--- src/rtl/zcd_window_integrator.sv ---
// -----------------------------------------------------------------------------
// zcd_window_integrator
//
// Integrates the ADC sample stream between the zero-crossing detector's window
// markers. For every window it produces the sum of samples, the sum of squared
// samples and the number of valid samples. Downstream logic uses these for
// RMS and energy. It also flags a disagreement with the detector's own count.
//
// Ports
//   clk                : single clock, rising edge
//   rst                : synchronous active-high reset
//   clear              : synchronous soft reset, same effect as rst
//   in_data            : signed ADC sample
//   in_data_valid      : in_data is valid this cycle
//   int_start          : window-open pulse from the detector
//   int_stop           : window-close pulse from the detector
//   in_number_samples  : detector's sample count for the window
//   in_number_valid    : one-cycle strobe that latches in_number_samples
//   out_sum_sq         : saturating sum of in_data^2 over the window
//   out_sum            : signed sum of in_data over the window
//   out_count          : number of valid samples in the window
//   out_valid          : one-cycle pulse; the three totals are new
//   out_overflow       : sum of squares or count saturated in this window
//   out_mismatch       : out_count differs from the latched detector count
//   busy               : a window is open or is being flushed
//
// Pipeline: stage 1 registers the sample and its square. Stage 2 adds them
// into the accumulators. The two FLUSH states let the last sample drain
// through stage 2. After that, DONE publishes the totals.
// -----------------------------------------------------------------------------
module zcd_window_integrator #(
    parameter int SAMPLE_WIDTH = 12,
    parameter int ACC_WIDTH    = 48,
    parameter int SUM_WIDTH    = 40,
    parameter int REG_WIDTH    = 32
) (
    input  logic                        clk,
    input  logic                        rst,
    input  logic                        clear,
    input  logic [SAMPLE_WIDTH-1:0]     in_data,
    input  logic                        in_data_valid,
    input  logic                        int_start,
    input  logic                        int_stop,
    input  logic [REG_WIDTH-1:0]        in_number_samples,
    input  logic                        in_number_valid,
    output logic [ACC_WIDTH-1:0]        out_sum_sq,
    output logic signed [SUM_WIDTH-1:0] out_sum,
    output logic [REG_WIDTH-1:0]        out_count,
    output logic                        out_valid,
    output logic                        out_overflow,
    output logic                        out_mismatch,
    output logic                        busy
);

    // A square of an N-bit two's-complement value needs only 2N-1 bits.
    // The largest square is (-2^(N-1))^2 = 2^(2N-2).
    localparam int SQ_WIDTH = 2 * SAMPLE_WIDTH - 1;

    typedef enum logic [2:0] {
        S_IDLE,
        S_ACCUM,
        S_FLUSH1,
        S_FLUSH2,
        S_DONE
    } state_t;

    state_t                      r_state;
    state_t                      w_state_nxt;
    logic                        w_take;
    logic                        w_rst;

    // Stage 1
    logic                        r_s1_vld;
    logic [SAMPLE_WIDTH-1:0]     r_s1_data;
    logic [SQ_WIDTH-1:0]         r_s1_sq;

    // Stage 2 accumulators
    logic [ACC_WIDTH-1:0]        r_acc_sq;
    logic signed [SUM_WIDTH-1:0] r_acc_sum;
    logic [REG_WIDTH-1:0]        r_acc_cnt;
    logic                        r_ovf;

    logic [REG_WIDTH-1:0]        r_num_lat;

    // Output registers
    logic [ACC_WIDTH-1:0]        r_out_sum_sq;
    logic signed [SUM_WIDTH-1:0] r_out_sum;
    logic [REG_WIDTH-1:0]        r_out_count;
    logic                        r_out_valid;
    logic                        r_out_overflow;
    logic                        r_out_mismatch;

    // Arithmetic nets
    logic signed [2*SAMPLE_WIDTH-1:0] w_sext;
    logic signed [2*SAMPLE_WIDTH-1:0] w_prod;
    logic [ACC_WIDTH:0]               w_sq_sum;
    logic                             w_sq_sat;
    logic [ACC_WIDTH-1:0]             w_sq_nxt;
    logic signed [SUM_WIDTH-1:0]      w_data_ext;
    logic                             w_cnt_sat;
    logic [REG_WIDTH-1:0]             w_cnt_nxt;

    assign w_rst = rst | clear;

    // ---------------------------------------------------------------- FSM
    always_ff @(posedge clk) begin
        if (w_rst) begin
            r_state <= S_IDLE;
        end else begin
            r_state <= w_state_nxt;
        end
    end

    // w_take marks a sample that belongs to the window. The start cycle
    // counts. So does the stop cycle, because ACCUM is still current then.
    always_comb begin
        w_state_nxt = r_state;
        w_take      = 1'b0;
        case (r_state)
            S_IDLE: begin
                // A stop given together with the start is ignored here. It
                // only takes effect if it is asserted again from ACCUM.
                if (int_start) begin
                    w_state_nxt = S_ACCUM;
                    w_take      = in_data_valid;
                end
            end
            S_ACCUM: begin
                w_take = in_data_valid;
                if (int_stop) begin
                    w_state_nxt = S_FLUSH1;
                end
            end
            S_FLUSH1: w_state_nxt = S_FLUSH2;
            S_FLUSH2: w_state_nxt = S_DONE;
            S_DONE:   w_state_nxt = S_IDLE;
            default:  w_state_nxt = S_IDLE;
        endcase
    end

    // --------------------------------------------------------- arithmetic
    // Sign-extend before multiplying so the product is computed at full
    // width. The low 2N-1 bits then give the non-negative square.
    assign w_sext = {{SAMPLE_WIDTH{in_data[SAMPLE_WIDTH-1]}}, in_data};
    assign w_prod = w_sext * w_sext;

    // The extra carry bit detects wrap-around of the sum of squares.
    assign w_sq_sum = {1'b0, r_acc_sq} + (ACC_WIDTH+1)'(r_s1_sq);
    assign w_sq_sat = w_sq_sum[ACC_WIDTH];
    assign w_sq_nxt = w_sq_sat ? {ACC_WIDTH{1'b1}} : w_sq_sum[ACC_WIDTH-1:0];

    assign w_data_ext = SUM_WIDTH'($signed(r_s1_data));

    assign w_cnt_sat = &r_acc_cnt;
    assign w_cnt_nxt = w_cnt_sat ? r_acc_cnt : r_acc_cnt + 1'b1;

    // ------------------------------------------------------------ stage 1
    always_ff @(posedge clk) begin
        if (w_rst) begin
            r_s1_vld  <= 1'b0;
            r_s1_data <= '0;
            r_s1_sq   <= '0;
        end else begin
            r_s1_vld  <= w_take;
            r_s1_data <= in_data;
            r_s1_sq   <= w_prod[SQ_WIDTH-1:0];
        end
    end

    // ------------------------------------------------ count latch
    // This value is kept across windows. A reset or clear zeroes it.
    always_ff @(posedge clk) begin
        if (w_rst) begin
            r_num_lat <= '0;
        end else if (in_number_valid) begin
            r_num_lat <= in_number_samples;
        end
    end

    // ---------------------------------------- stage 2 and result publish
    always_ff @(posedge clk) begin
        if (w_rst) begin
            r_acc_sq       <= '0;
            r_acc_sum      <= '0;
            r_acc_cnt      <= '0;
            r_ovf          <= 1'b0;
            r_out_sum_sq   <= '0;
            r_out_sum      <= '0;
            r_out_count    <= '0;
            r_out_valid    <= 1'b0;
            r_out_overflow <= 1'b0;
            r_out_mismatch <= 1'b0;
        end else begin
            r_out_valid <= 1'b0;
            if (r_state == S_DONE) begin
                r_out_sum_sq   <= r_acc_sq;
                r_out_sum      <= r_acc_sum;
                r_out_count    <= r_acc_cnt;
                r_out_overflow <= r_ovf;
                r_out_mismatch <= (r_acc_cnt != r_num_lat);
                r_out_valid    <= 1'b1;
                r_acc_sq       <= '0;
                r_acc_sum      <= '0;
                r_acc_cnt      <= '0;
                r_ovf          <= 1'b0;
            end else if (r_s1_vld) begin
                // A start-cycle sample reaches this stage when the state is
                // already ACCUM. So IDLE never sees a valid here.
                r_acc_sq  <= w_sq_nxt;
                r_acc_sum <= r_acc_sum + w_data_ext;
                r_acc_cnt <= w_cnt_nxt;
                if (w_sq_sat || w_cnt_sat) begin
                    r_ovf <= 1'b1;
                end
            end else if (r_state == S_IDLE) begin
                r_acc_sq  <= '0;
                r_acc_sum <= '0;
                r_acc_cnt <= '0;
                r_ovf     <= 1'b0;
            end
        end
    end

    assign out_sum_sq   = r_out_sum_sq;
    assign out_sum      = r_out_sum;
    assign out_count    = r_out_count;
    assign out_valid    = r_out_valid;
    assign out_overflow = r_out_overflow;
    assign out_mismatch = r_out_mismatch;
    assign busy         = (r_state != S_IDLE);

endmodule
--- config.mk ---
export PLATFORM = sky130hd
export DESIGN_NAME = zcd_window_integrator
export DESIGN_NICKNAME = d
export VERILOG_FILES = /design/src/rtl/zcd_window_integrator.sv
export SDC_FILE = /design/constraint.sdc
export NUM_CORES = 1
export LEC_CHECK = 0
export ABC_AREA = 1
export CORE_ASPECT_RATIO = 2
export CORE_MARGIN = 4
export CORE_UTILIZATION = 50
export CTS_BUF_LIST = sky130_fd_sc_hd__clkbuf_8 sky130_fd_sc_hd__clkbuf_16
export CTS_CLUSTER_SIZE = 24
export DETAILED_ROUTE_END_ITERATION = 8
export PLACE_DENSITY = 0.73
export SLEW_MARGIN = 10
export SYNTH_ARGS = -nofsm -noshare
export SYNTH_HDL_FRONTEND = slang
export SYNTH_SLANG_ARGS = --single-unit
--- constraint.sdc ---
create_clock -name clk -period 6.8 [get_ports clk]
set_input_delay 1.36 -clock clk [delete_from_list [all_inputs] [get_ports clk]]
set_output_delay 1.36 -clock clk [all_outputs]
set_load 0.02 [all_outputs]
* Yosys cells after proc, flatten, opt, wreduce, memory -nomap -nowiden
Index checks and enable logic that the tools add are counted.
** Storage, ports and cells
- Input bits :: 51
- Output and inout bits :: 124
- Register bits after elaboration :: 315
- Logic and storage cells :: 55
** Operators by class
- Eq/ne operators :: 9
- Bitwise operators :: 1
- $mul :: 1
- Muxes and demuxes :: 17
- Reduce and logical (&&, ||, !) cells :: 9
- Add/subtract/negate cells :: 3
** Operators by type and width (number)
- $mux W48 :: 3
- $mux W32 :: 3
- $mux W40 :: 2
- $add A48 B23 Y49 :: 1
- $add A40 B12 Y40 :: 1
- $add A32 B1 Y32 const B :: 1
- $ne A32 B32 Y1 :: 1
- $reduce_and A32 Y1 :: 1
- $mul A12 B12 Y23 :: 1
- $pmux W3 S4 :: 1
- $eq A3 B2 Y1 const B :: 2
- $mux W3 :: 2
- $ne A2 B2 Y1 const B :: 3
- $reduce_and A2 Y1 :: 3
- $mux W1 :: 5
- $eq A3 B1 Y1 const B :: 1
- $eq A3 B3 Y1 const B :: 1
- $logic_not A3 Y1 :: 1
- $reduce_bool A3 Y1 :: 1
- $ne A2 B1 Y1 const B :: 1
- $pmux W1 S2 :: 1
- $reduce_bool A2 Y1 :: 1
- $reduce_or A2 Y1 :: 1
- $logic_or A1 B1 Y1 :: 1
- $or A1 B1 Y1 :: 1

* Depth between registers and ports, before layout
Gate-level depths: netlist of the first run.
- Word-level depth :: 4
- Depth in mapped cells :: 23
- Depth with buffers taken out :: 22

* Least setup slack after synthesis of the first run
OpenSTA, ideal clock, no wires.
- Path kind :: input port to flip-flop
- Start point :: input port in_data[11]
- End point :: register r_s1_sq[22]
- Arrival :: 5.928 ns
- Stages on the path :: 20
- Buffers on the path :: 1
- Data required time :: 6.687 ns
- Setup slack :: 0.758 ns
- Setup time :: 0.113 ns
- Path through :: clkbuf_1 nand2_1 fa_1 inv_1 ha_1 inv_1 fa_1 inv_1 fa_1 inv_1 fa_1 inv_1 ha_1 inv_1 nor3_1 nand2_1 o311ai_0 nand2_1 nand2_1 nor2_1
** On the way
- Word-level cells in the longest chain between the ends :: 1
** Ends and longest elaborated chain
- start: declaration :: RTL line 40 : input logic [SAMPLE_WIDTH-1:0] in_data,
- $mul A12 B12 Y23 :: RTL line 145 : assign w_prod = w_sext * w_sext;
- end signal: assignment :: RTL line 166 : r_s1_sq <= w_prod[SQ_WIDTH-1:0];
- end: declaration :: RTL line 75 : logic [SQ_WIDTH-1:0] r_s1_sq;
No other way between the ends.
A chain may end at the register's enable or synchronous reset.

* Worst setup path in the final report of the first run
- Start point :: input port in_data[11]
- End point :: register r_s1_sq[14]
Same word-level chain as after synthesis.

==> results of run 1 <==
[placed cells by master (no fill, tap or decap), drive strengths merged, types with 4 or more instances in the layout]
master and count:
nand3 151, or2 9, o21bai 12, clkinv 12, nand4 45, ha 115, fa 119, buf 79
o21ai 168, bufinv 7, nor2 203, clkbuf 33, nand2 849, xor2 24, nor3 44, a21oi 255
clkdlybuf4s50 174, o21a 5, o22ai 4, nor4 7, inv 485, xnor2 30, a22o 67, dfxtp 313
nand3b 13, o2111ai 5
[worst paths after layout]
path | startpoint | endpoint | slack, ns
worst max-delay path | in_data[11] | r_s1_sq[14] | 0.53
worst min-delay path | out_count[20] | out_count[20] | 0.46
worst max register to register | r_acc_sq[0] | r_ovf | 3.49
worst min register to register | out_count[20] | out_count[20] | 0.46
[through the flow]
| step | utilization, % | setup slack, ns |
|---|---|---|
| after global routing | 59.7 | 0.245 |
| after floorplan | - | 0.758 |
| after CTS | 59.7 | 0.538 |
| after global placement | 57.1 | -0.0601 |
| final | 59.7 | 0.531 |
| after detailed placement | 57.1 | -0.0916 |
[cell families after synthesis]
family / count (synthesis)
simple gates: 1330
buf+inv: 574
compound gates: 529
flops: 313
fa+ha+maj: 234
xor+xnor: 54
[synthesized netlist by cell type (9+ instances only)]
cell | number | area, um2
clkbuf_1 | 63 | 236
xor2_1 | 24 | 210
nand3_1 | 151 | 756
nand3b_1 | 12 | 90.1
inv_1 | 470 | 1760
nor3_1 | 40 | 200
ha_1 | 115 | 1440
or2_2 | 9 | 56.3
inv_2 | 9 | 33.8
nor2_1 | 193 | 724
o21bai_1 | 12 | 90.1
dfxtp_1 | 313 | 6270
a21oi_1 | 255 | 1280
o21ai_1 | 9 | 45.0
a22o_1 | 67 | 587
nand4_1 | 44 | 275
o21ai_0 | 159 | 796
buf_2 | 14 | 70.1
nand2_1 | 841 | 3160
xnor2_1 | 30 | 263
fa_1 | 119 | 2380
[registers in the layout, indices dropped and copies added, names as in the netlist]
name,flops
out_overflow,1
r_acc_sq,48
r_ovf,1
r_s1_data,12
out_valid,1
r_acc_sum,40
r_acc_cnt,32
r_s1_vld,1
out_sum,40
r_num_lat,32
r_state,3
r_s1_sq,21
out_count,32
out_mismatch,1
out_sum_sq,48
[power groups by stage]
stage | Clock (uW) | Sequential (uW) | Combinational (uW)
2_1_floorplan | 0 | 1940 | 2230
3_3_place_gp | 0 | 1960 | 3890
3_5_place_dp | 0 | 1960 | 3910
4_1_cts | 1950 | 1920 | 3940
5_1_grt | 2010 | 1920 | 4390
6_report | 1920 | 1920 | 3920
[worst min-delay path: stages, from the launching register on]
cell and delay [ns]:
dfxtp_1 0.32, nand2_1 0.05, o21ai_0 0.05
[area by class of cell]
cell class / instances / area, um2
Fill cell: 3958 / 16900
Multi-Input combinational cell: 2147 / 12900
Sequential cell: 313 / 6270
Timing Repair Buffer: 253 / 2350
Inverter: 482 / 1810
Clock buffer: 33 / 803
Tap cell: 540 / 676
Clock inverter: 24 / 323
[layer usage]
layer	vias to the layer above	part of all wire, %
li1	10100	-
met1	9800	35
met2	675	54
met3	225	4.5
met4	0	7.0
met5	-	0
==> impl_results.md, run 1 <==
* Status: completed
* Antenna violations before repair at 0
* Root Buffer: clkbuf_16
* CTS tree: yes
* Via count at 20800
* Net count, final at 3513
* Xor/xnor share of the synthesized area at 2.21%
* Sw frac at 39.8%
* Ys async rst share at 0%
* Flops & latches, synth at 313
* Die height at 300 um
* Max Freq at 0.160 GHz
* CTS sink cnt at 313
* Maxcap violations at 0
* Final Wtd Congestion at 1.08
* GRT Max-Usage Layer: met2
* Full die area at 46300 um2
* Die W at 154 um
* Synthesized area per cell at 7.04 um2
* Post_cts resized at 0
* Max clock buf depth at 3
* Mux cell area share after synthesis at 0%
* Antenna-violating nets left at 0
* Warnings, synthesis at 0
* Top_reg_cell synth: dfxtp_1
* GR Util All Layers at 31.6%
* Switching pwr at 3090 uW
* Final HPWL DP at 60600 um
* Avg WL per Cell at 19.7 um
* Total leakage power at 0.0115 uW
* Crit path DAT at 6.74 ns
* Mapped cell area at 21400 um2
* # diodes at 0
* Period Utilization, post-route at 92.2%
* Sequential power share at 24.8%
* Buf/Inv on CP at 4
* Unique masters post-synth at 52
* CP dominant cell by count: fa_1
* Endpoint class of the critical path: flip-flop
* Vias in the first global route at 20900
* Placed cell areas at 24000 um2
* First-pass GRT wire length at 115000 um
* WHS Path Cells at 2
* Total gr overflow at 0
* CTS Hold Bufs at 0
* Largest net degree at the start of global routing at 82
* Crit path largest cell delay at 0.58 ns
* Routed wire length at 74800 um
* Top delay family on crit path: adder cells
* Final non-filler cell total at 3792
* IO Count at 175
* CTS clk-pin slew, worst paths at 0.07 ns
* Post-Synth Simple-Gate Area at 26.1%
* Number of enable flip-flop cells after synthesis at 0
* Met3 Use GR at 2.87%
* Post-Layout Inst Area at 25100 um2
* Largest family of logic cells by synthesized area: simple AND/OR/NAND/NOR gates
* Starting density of the core at 50.8%
* CP Class: primary input to flip-flop
* Hold WS at 0.458 ns
* Clock latency on the worst-skew pair at 0.59 ns
* Gate power share at 50.5%
* RSZ-0062 raised after global routing: no
* Setup-failing EPs final at 0
* Hold crit path type: flip-flop to flip-flop
* Worst path required time at 7.27 ns
* Total power at 7760 uW
* Max Slew Vio Count at 0
* Setup_tns at 0 ns
* Relative slew slack at 30.5%
* Compound-Gate Fraction of Synth Area at 14.1%
* DRT iter0 DRCs at 1206
* Met1 Use GR at 32.4%
* Post-CTS setup buffer count at 0
* GR Layer Usage met2 at 61.1%
* # DRC at 0
* Peak supply drop at 0.866 mV
* P per Cell Area at 309 nW/um2
* Port buffer count at 174
* Post-synthesis cell count at 3034
* Net Count, Synth at 3319
* Hold violation total from the final report at 0
* CTS H-tree lvls at 1
* Worst Skew at 0.0277 ns
* Min Tclk post-route at 6.27 ns
* Initial DRT Pass Iterations at 6
* Total core area at 42000 um2
* Crit Path Max Fanout at 9
* Crit-path cells: clkdlybuf4s50_1, clkinv_1, nor2_1, xnor2_1, ha_1, a31o_2, fa_1, fa_1, fa_1, inv_1, fa_1, inv_1, ha_1, nand2_1, nor3_1, nand2_1, o211ai_1, o21ai_0, a21oi_1
* Post-Synth Adder-Cell Area at 17.9%
* Vias per inst at 5.48
* Share of cells above drive strength 1 at 5.54%
* CP Launch Type: primary input
* Reg2Reg Depth at 14
* Placed Cells at 3735
* CP Depth at 19
* Clk pwr share at 24.7%
* Row count at 106
* Synth-to-layout area growth at 17.6%
* Crit path max-delay cell type: fa_1
* Int Pwr at 4670 uW
* Worst slew pin tran at 1.03 ns
* Seq/Total Area, Yosys at 29.3%
* Num CTS Buffers at 31
No activity file was read; power rests on OpenSTA's default activity.
==> run 2: changes to the inputs <==
--- a/config.mk
+++ b/config.mk
@@ -12,7 +12,7 @@
 export CTS_BUF_LIST = sky130_fd_sc_hd__clkbuf_8 sky130_fd_sc_hd__clkbuf_16
 export CTS_CLUSTER_SIZE = 24
 export DETAILED_ROUTE_END_ITERATION = 8
-export PLACE_DENSITY = 0.73
+export PLACE_DENSITY = 0.76
 export SLEW_MARGIN = 10
 export SYNTH_ARGS = -nofsm -noshare
 export SYNTH_HDL_FRONTEND = slang
==> constraint.sdc (replaced) <==
create_clock -name clk -period 5.59 [get_ports clk]
set_input_delay 1.118 -clock clk [delete_from_list [all_inputs] [get_ports clk]]
set_output_delay 1.118 -clock clk [all_outputs]
set_load 0.02 [all_outputs]
==> run 2 against run 1 <==
The flow now finishes with violations (DRC). Largest power group unchanged. Core utilization up 1.6 points. Power up 37%. Non-clock buffer count up 56. Highest routed layer unchanged.
==> impl_results.md, run 2 (synthesis gave the netlist of run 1 again) <==
* Buf/Inv on CP at 9 (+5)
* # DRC at 1 (+1)
* Total leakage power at 0.0118 uW (+2.8%)
* Worst path required time at 6.11 ns (-1.16 ns)
* Share of cells above drive strength 1 at 9.16% (+3.6 points)
* Pre-CTS WS at -0.893 ns (-0.801 ns)
* Failing checks: DRC
* Row count at 106 (unchanged)
* Hold violation total from the final report at 0 (unchanged)
* Post-Layout Inst Area at 25800 um2 (+2.7%)
* Worst Slack Setup Final at 0.157 ns (-0.373 ns)
* Gate power share at 57.6% (+7.1 points)
* Peak supply drop at 0.888 mV (+2.5%)
* Root Buffer: clkbuf_16
* GR Util All Layers at 32.2% (+0.60 points)
* Vias per inst at 5.53 (+0.89%)
* Clock latency on the worst-skew pair at 0.60 ns (about the same)
* Placed cell areas at 24300 um2 (+1.4%)
* Starting density of the core at 50.8% (unchanged)
* Routed wire length at 76700 um (+2.5%)
* Reg-to-reg setup timing slack at 2.35 ns (-1.14 ns)
* Status: finished with violations
* Worst Skew at 0.0228 ns (-0.00491 ns)
* Total power at 10600 uW (+37%)
* Final HPWL DP at 61900 um (+2.1%)
* Min Tclk post-route at 5.43 ns
* Hold Startpoint: out_sum_sq[25]
* Antenna-violating nets left at 0 (unchanged)
* Final Wtd Congestion at 1.01 (-7.2%)
* Die height at 300 um (unchanged)
* IO Count at 175 (unchanged)
* Int Pwr at 6280 uW (+34%)
* Total core area at 42000 um2 (unchanged)
* Largest net degree at the start of global routing at 79 (-3.7%)
* Crit path max-delay cell type: fa_2
* Vias in the first global route at 21700 (+3.5%)
* Clk pwr share at 20.5% (-4.2 points)
* Switching pwr at 4350 uW (+41%)
* Crit Path Max Fanout at 5 (-4)
* Reg2reg end: r_ovf
* CTS clk-pin slew, worst paths at 0.06 ns (about the same)
* DRT iter0 DRCs at 1412 (+17%)
* Crit path largest cell delay at 0.58 ns (about the same)
* Top delay family on crit path: adder cells
* Antenna violations before repair at 1 (+1)
* Most common cell after layout, fill and taps aside: nand2_1
* Maxcap violations at 0 (unchanged)
* Sw frac at 40.9% (+1.2 points)
* RR Startpoint: r_acc_sq[7]
* Total gr overflow at 0 (unchanged)
* Hold crit path type: flip-flop to flip-flop
* Sequential power share at 21.9% (-2.9 points)
* First-pass GRT wire length at 116000 um (+1.2%)
* CTS H-tree lvls at 1 (unchanged)
* CP Class: primary input to flip-flop
* Port buffer count at 174 (unchanged)
* CP Launch Type: primary input
* Critical Path End: r_s1_sq[16]
* Final non-filler cell total at 3850 (+1.5%)
* Max Slew Vio Count at 0 (unchanged)
* CP dominant cell by count: inv_1
* Max clock buf depth at 3 (unchanged)
* Via count at 21300 (+2.4%)
* Setup-failing EPs final at 0 (unchanged)
* Placed Cells at 3780 (+1.2%)
* CTS sink cnt at 313 (unchanged)
* Relative slew slack at 27.3% (-3.2 points)
* CP Depth at 23 (+4)
* Synth-to-layout area growth at 20.8%
* CTS Hold Bufs at 0 (unchanged)
* Num CTS Buffers at 31 (unchanged)
* P per Cell Area at 412 nW/um2 (+33%)
* Worst Setup SP: in_data[8]
* Crit path DAT at 5.95 ns (-0.79 ns)
* Endpoint class of the critical path: flip-flop
* Crit-path cells: dlygate4sd2_1, buf_4, nand2_1, inv_1, fa_1, inv_1, fa_1, inv_1, fa_1, fa_1, inv_1, fa_2, inv_1, ha_4, nand2_2, buf_4, o21a_1, o211ai_1, buf_4, nand3_1, nand2_1, o21ai_1, a21oi_1
* Period Utilization, post-route at 97.2%
* Avg WL per Cell at 19.9 um (+0.92%)
* Max Freq at 0.184 GHz
* Worst slew pin tran at 1.08 ns (+0.0476 ns)
* Most frequent cells in the layout: nand2_1, inv_1, dfxtp_1
* Initial DRT Pass Iterations at 7 (+1)
* Die W at 154 um (unchanged)
* Reg2Reg Depth at 13 (-1)
* CTS tree: yes
* Setup_tns at 0 ns (unchanged)
* Net count, final at 3569 (+1.6%)
* Full die area at 46300 um2 (unchanged)
## run 2: cell types whose count changed in the layout (fill, tap and decap cells not counted), moves of 6 or more
cell,before,now
fa_1,119,109
clkdlybuf4s50_1,174,162
nand2_1,841,829
buf_4,78,129
ha_1,115,105
a21oi_1,255,243
dlygate4sd2_1,0,7
a21oi_2,0,10
inv_1,473,467
nand2_2,6,18
fa_2,0,10
ha_4,0,9
inv_2,9,17
buf_6,0,6
## run 2: worst min-delay path by stage
stage / endpoint / slack [ns] / depth (start not counted)
2_1_floorplan: r_state[2] / 0.42 / 1
3_3_place_gp: r_state[2] / 0.43 / 1
3_5_place_dp: out_sum_sq[25] / 0.44 / 2
4_1_cts: r_state[2] / 0.46 / 1
5_1_grt: r_state[2] / 0.48 / 1
6_report: out_sum_sq[25] / 0.46 / 2
## run 2: final cells by class
type                    instances  area (um2)
multi-input cells            2147       13200
clock inverters                23         219
flip-flops and latches        313        6270
fillers                      3836       16300
repair buffers                309        2770
well taps                     540         676
diodes                          1        2.50
clock buffers                  35         831
inverters                     482        1810
## run 2: worst register-to-register path: cells and delay by family (launching register included)
family	cells	cell delay [ns]
AND/OR/NAND/NOR	10	2.24
adder cells (fa/ha/maj)	1	0.38
flip-flops	1	0.37
AO/OA/AOI/OAI	1	0.13
buffers and inverters	1	0.07
## run 2: routing by layer
layer	track usage (%)	wire [um]	vias up
met5	0	0	-
met4	24.8	7390	0
met3	3.15	3540	300
met2	62.6	41200	779
met1	29.8	24500	9995
li1	-	-	10200
## run 2: power groups by stage
stage	Sequential (uW)	Clock (uW)	Combinational, uW
finish	2320	2180	6130
global route	2330	2300	6710
CTS	2320	2210	5250
detailed placement	2370	0	4960
global placement	2370	0	4900
floorplan	2360	0	2720
## run 2: stage by stage
step	hold slack [ns]	utilization, %
floorplan	0.421	-
global placement	0.433	57.8
detailed placement	0.444	57.8
CTS	0.455	60.6
global route	0.475	61.3
finish	0.457	61.3
## run 2: what timing repair did
| item | 4_1_cts | 5_1_grt |
|---|---|---|
| endpoints found under the setup margin | 10 | 11 |
| resized for setup | 34 | 64 |
| pin swaps | 15 | 38 |
| setup buffers | 2 | 9 |
==> run 3: changes to the inputs <==
--- a/config.mk
+++ b/config.mk
@@ -12,7 +12,7 @@
 export CTS_BUF_LIST = sky130_fd_sc_hd__clkbuf_8 sky130_fd_sc_hd__clkbuf_16
 export CTS_CLUSTER_SIZE = 24
 export DETAILED_ROUTE_END_ITERATION = 8
-export PLACE_DENSITY = 0.76
+export PLACE_DENSITY = 0.71
 export SLEW_MARGIN = 10
 export SYNTH_ARGS = -nofsm -noshare
 export SYNTH_HDL_FRONTEND = slang
==> constraint.sdc (replaced) <==
create_clock -name clk -period 6.7 [get_ports clk]
set_input_delay 1.34 -clock clk [delete_from_list [all_inputs] [get_ports clk]]
set_output_delay 1.34 -clock clk [all_outputs]
set_load 0.02 [all_outputs]
==> run 3 against run 2 <==
Final cell count shrank 0.91%. Sequential cell count is the same. Global-route usage grew 1.6 points. Die area is the same. Core utilization shrank 1.2 points. Combinational power shrank 31%. Critical endpoint unchanged. Sequential power shrank 16%. Clock skew shrank 0.013 ns. Register-to-register slack gained 0.75 ns. Design area shrank 2.0%. Non-clock buffer count shrank 31. The flow now finishes without violations. Clock power shrank 13%.
==> impl_results.md, run 3 (synthesis gave the netlist of run 1 again) <==
* Status: completed
* Crit Path Max Fanout at 6 (+1)
* Initial DRT Pass Iterations at 7 (unchanged)
* Post-route core utilization at 60.1% (-1.2 points)
* Post-CTS setup buffer count at 0 (-2)
* Die height at 300 um (unchanged)
* Most common cell after layout, fill and taps aside: nand2_1
* Largest net degree at the start of global routing at 89 (+13%)
* Worst path required time at 7.20 ns (+1.09 ns)
* Root Buffer: clkbuf_16
* Peak supply drop at 0.813 mV (-8.4%)
* Synth-to-layout area growth at 18.3%
* Vias in the first global route at 21800 (+0.59%)
* Worst Skew at 0.00953 ns (-0.0133 ns)
* # diodes at 0 (-1)
* Clock latency on the worst-skew pair at 0.59 ns (about the same)
* RSZ-0062 raised after global routing: no
* Max clock buf depth at 3 (unchanged)
* Period Utilization, post-route at 95.9%
* Final Wtd Congestion at 1.04 (+3.7%)
* Most frequent cells in the layout: nand2_1, inv_1, dfxtp_1
* Endpoint class of the critical path: flip-flop
* First-pass GRT wire length at 120000 um (+3.8%)
* CTS H-tree lvls at 1 (unchanged)
* Antenna violations before repair at 1 (unchanged)
* Reg2Reg Depth at 11 (-2)
* Die W at 154 um (unchanged)
* Setup-failing EPs final at 0 (unchanged)
* Vias per inst at 5.53 (about the same)
* CTS tree: yes
* Setup_tns at 0 ns (unchanged)
* Total leakage power at 0.0116 uW (-1.9%)
* Num CTS Buffers at 30 (-3.2%)
* Hold violation total from the final report at 0 (unchanged)
* Net count, final at 3537 (-0.90%)
* Relative slew slack at 15.2% (-12 points)
* Hold crit path type: flip-flop to flip-flop
* Port buffer count at 174 (unchanged)
* WHS Path Cells at 1 (-1)
* CP Launch Type: primary input
* CTS sink cnt at 313 (unchanged)
* Total core area at 42000 um2 (unchanged)
* GR Util All Layers at 33.8% (+1.6 points)
* Post_cts resized at 0 (-100%)
* Placed Cells at 3760 (-0.53%)
* Maxcap violations at 0 (unchanged)
* CTS clk-pin slew, worst paths at 0.07 ns (about the same)
* Antenna-violating nets left at 0 (unchanged)
* Final non-filler cell total at 3815 (-0.91%)
* Share of cells above drive strength 1 at 6.26% (-2.9 points)
* Via count at 21100 (-0.82%)
* Min Tclk post-route at 6.43 ns
* Final HPWL DP at 64000 um (+3.4%)
* IO Count at 175 (unchanged)
* Routed wire length at 79800 um (+4.1%)
* P per Cell Area at 320 nW/um2 (-22%)
* Full die area at 46300 um2 (unchanged)
* DRT iter0 DRCs at 1304 (-7.6%)
* Row count at 106 (unchanged)
* Total gr overflow at 0 (unchanged)
* CP Class: primary input to flip-flop
* Starting density of the core at 50.8% (unchanged)
* Crit path DAT at 6.93 ns (+0.98 ns)
* CTS Hold Bufs at 0 (unchanged)
* Worst slew pin tran at 1.26 ns (+0.181 ns)
* Max Freq at 0.156 GHz
* # DRC at 0 (-1)
* Avg WL per Cell at 20.9 um (+5.1%)
* Max Slew Vio Count at 0 (unchanged)
run 3: cell count changes in the layout (fill, tap and decap cells not counted), sizes merged:
cell           previous run  this run
dlygate4sd2               7         0
diode                     1         0
clkbuf                   36        34
clkdlybuf4s50           162       174
dlymetal6s2s              3         0
inv                     487       484
bufinv                    3         5
buf                     135       104
clkinvlp                  5         4
clkdlybuf4s15             1         0
run 3: metal layers:
metal / track usage [%] / part of all wire [%] / vias up
met3: 4.25 / 5.0 / 318
met5: 0 / 0 / -
met1: 30.6 / 31 / 9899
met4: 27.7 / 9.9 / 0
li1: - / - / 10100
met2: 65.1 / 54 / 780
run 3: final timing paths:
kind,endpoint,startpoint,slack (ns)
max,r_s1_sq[16],in_data[4],0.27
min,r_state[2],r_state[2],0.46
max reg2reg,r_acc_sum[29],r_s1_data[11],3.10
min reg2reg,r_state[2],r_state[2],0.46
run 3: critical path, cell delays in order:
cell and delay [ns]:
clkdlybuf4s50_1 0.63, nand2_1 0.08, inv_1 0.12, fa_1 0.47, fa_1 0.54, fa_1 0.52, fa_1 0.55, inv_1 0.06
fa_1 0.70, inv_1 0.08, ha_1 0.36, nand2_1 0.09, nor3_1 0.36, buf_4 0.19, nand2_1 0.07, o211ai_1 0.28
nand3_1 0.12, nand2_1 0.10, o21ai_0 0.07, a21oi_1 0.19
run 3: final cells by class:
class	count	area [um2]
sequential	313	6270
multi-input combinational	2147	12900
clock buffer	34	817
clock inverter	21	265
inverter	482	1810
fill	4016	16800
timing repair buffer	278	2550
tap	540	676
run 3: where the power goes:
| group | internal [uW] | switching [uW] | total [uW] |
|---|---|---|---|
| clock network | 1080 | 817 | 1890 |
| registers | 1910 | 27.6 | 1940 |
| logic | 1800 | 2470 | 4260 |
run 3: stage by stage:
step | hold slack, ns | worst slack, ns | power [uW] | area (um2)
3_3_place_gp | 0.433 | -0.234 | 6210 | 24200
3_5_place_dp | 0.442 | -0.287 | 6240 | 24200
4_1_cts | 0.451 | 0.314 | 8130 | 25300
6_report | 0.455 | 0.272 | 8100 | 25300
2_1_floorplan | 0.421 | 0.678 | 4230 | 21400
5_1_grt | 0.467 | 0.167 | 8650 | 25300
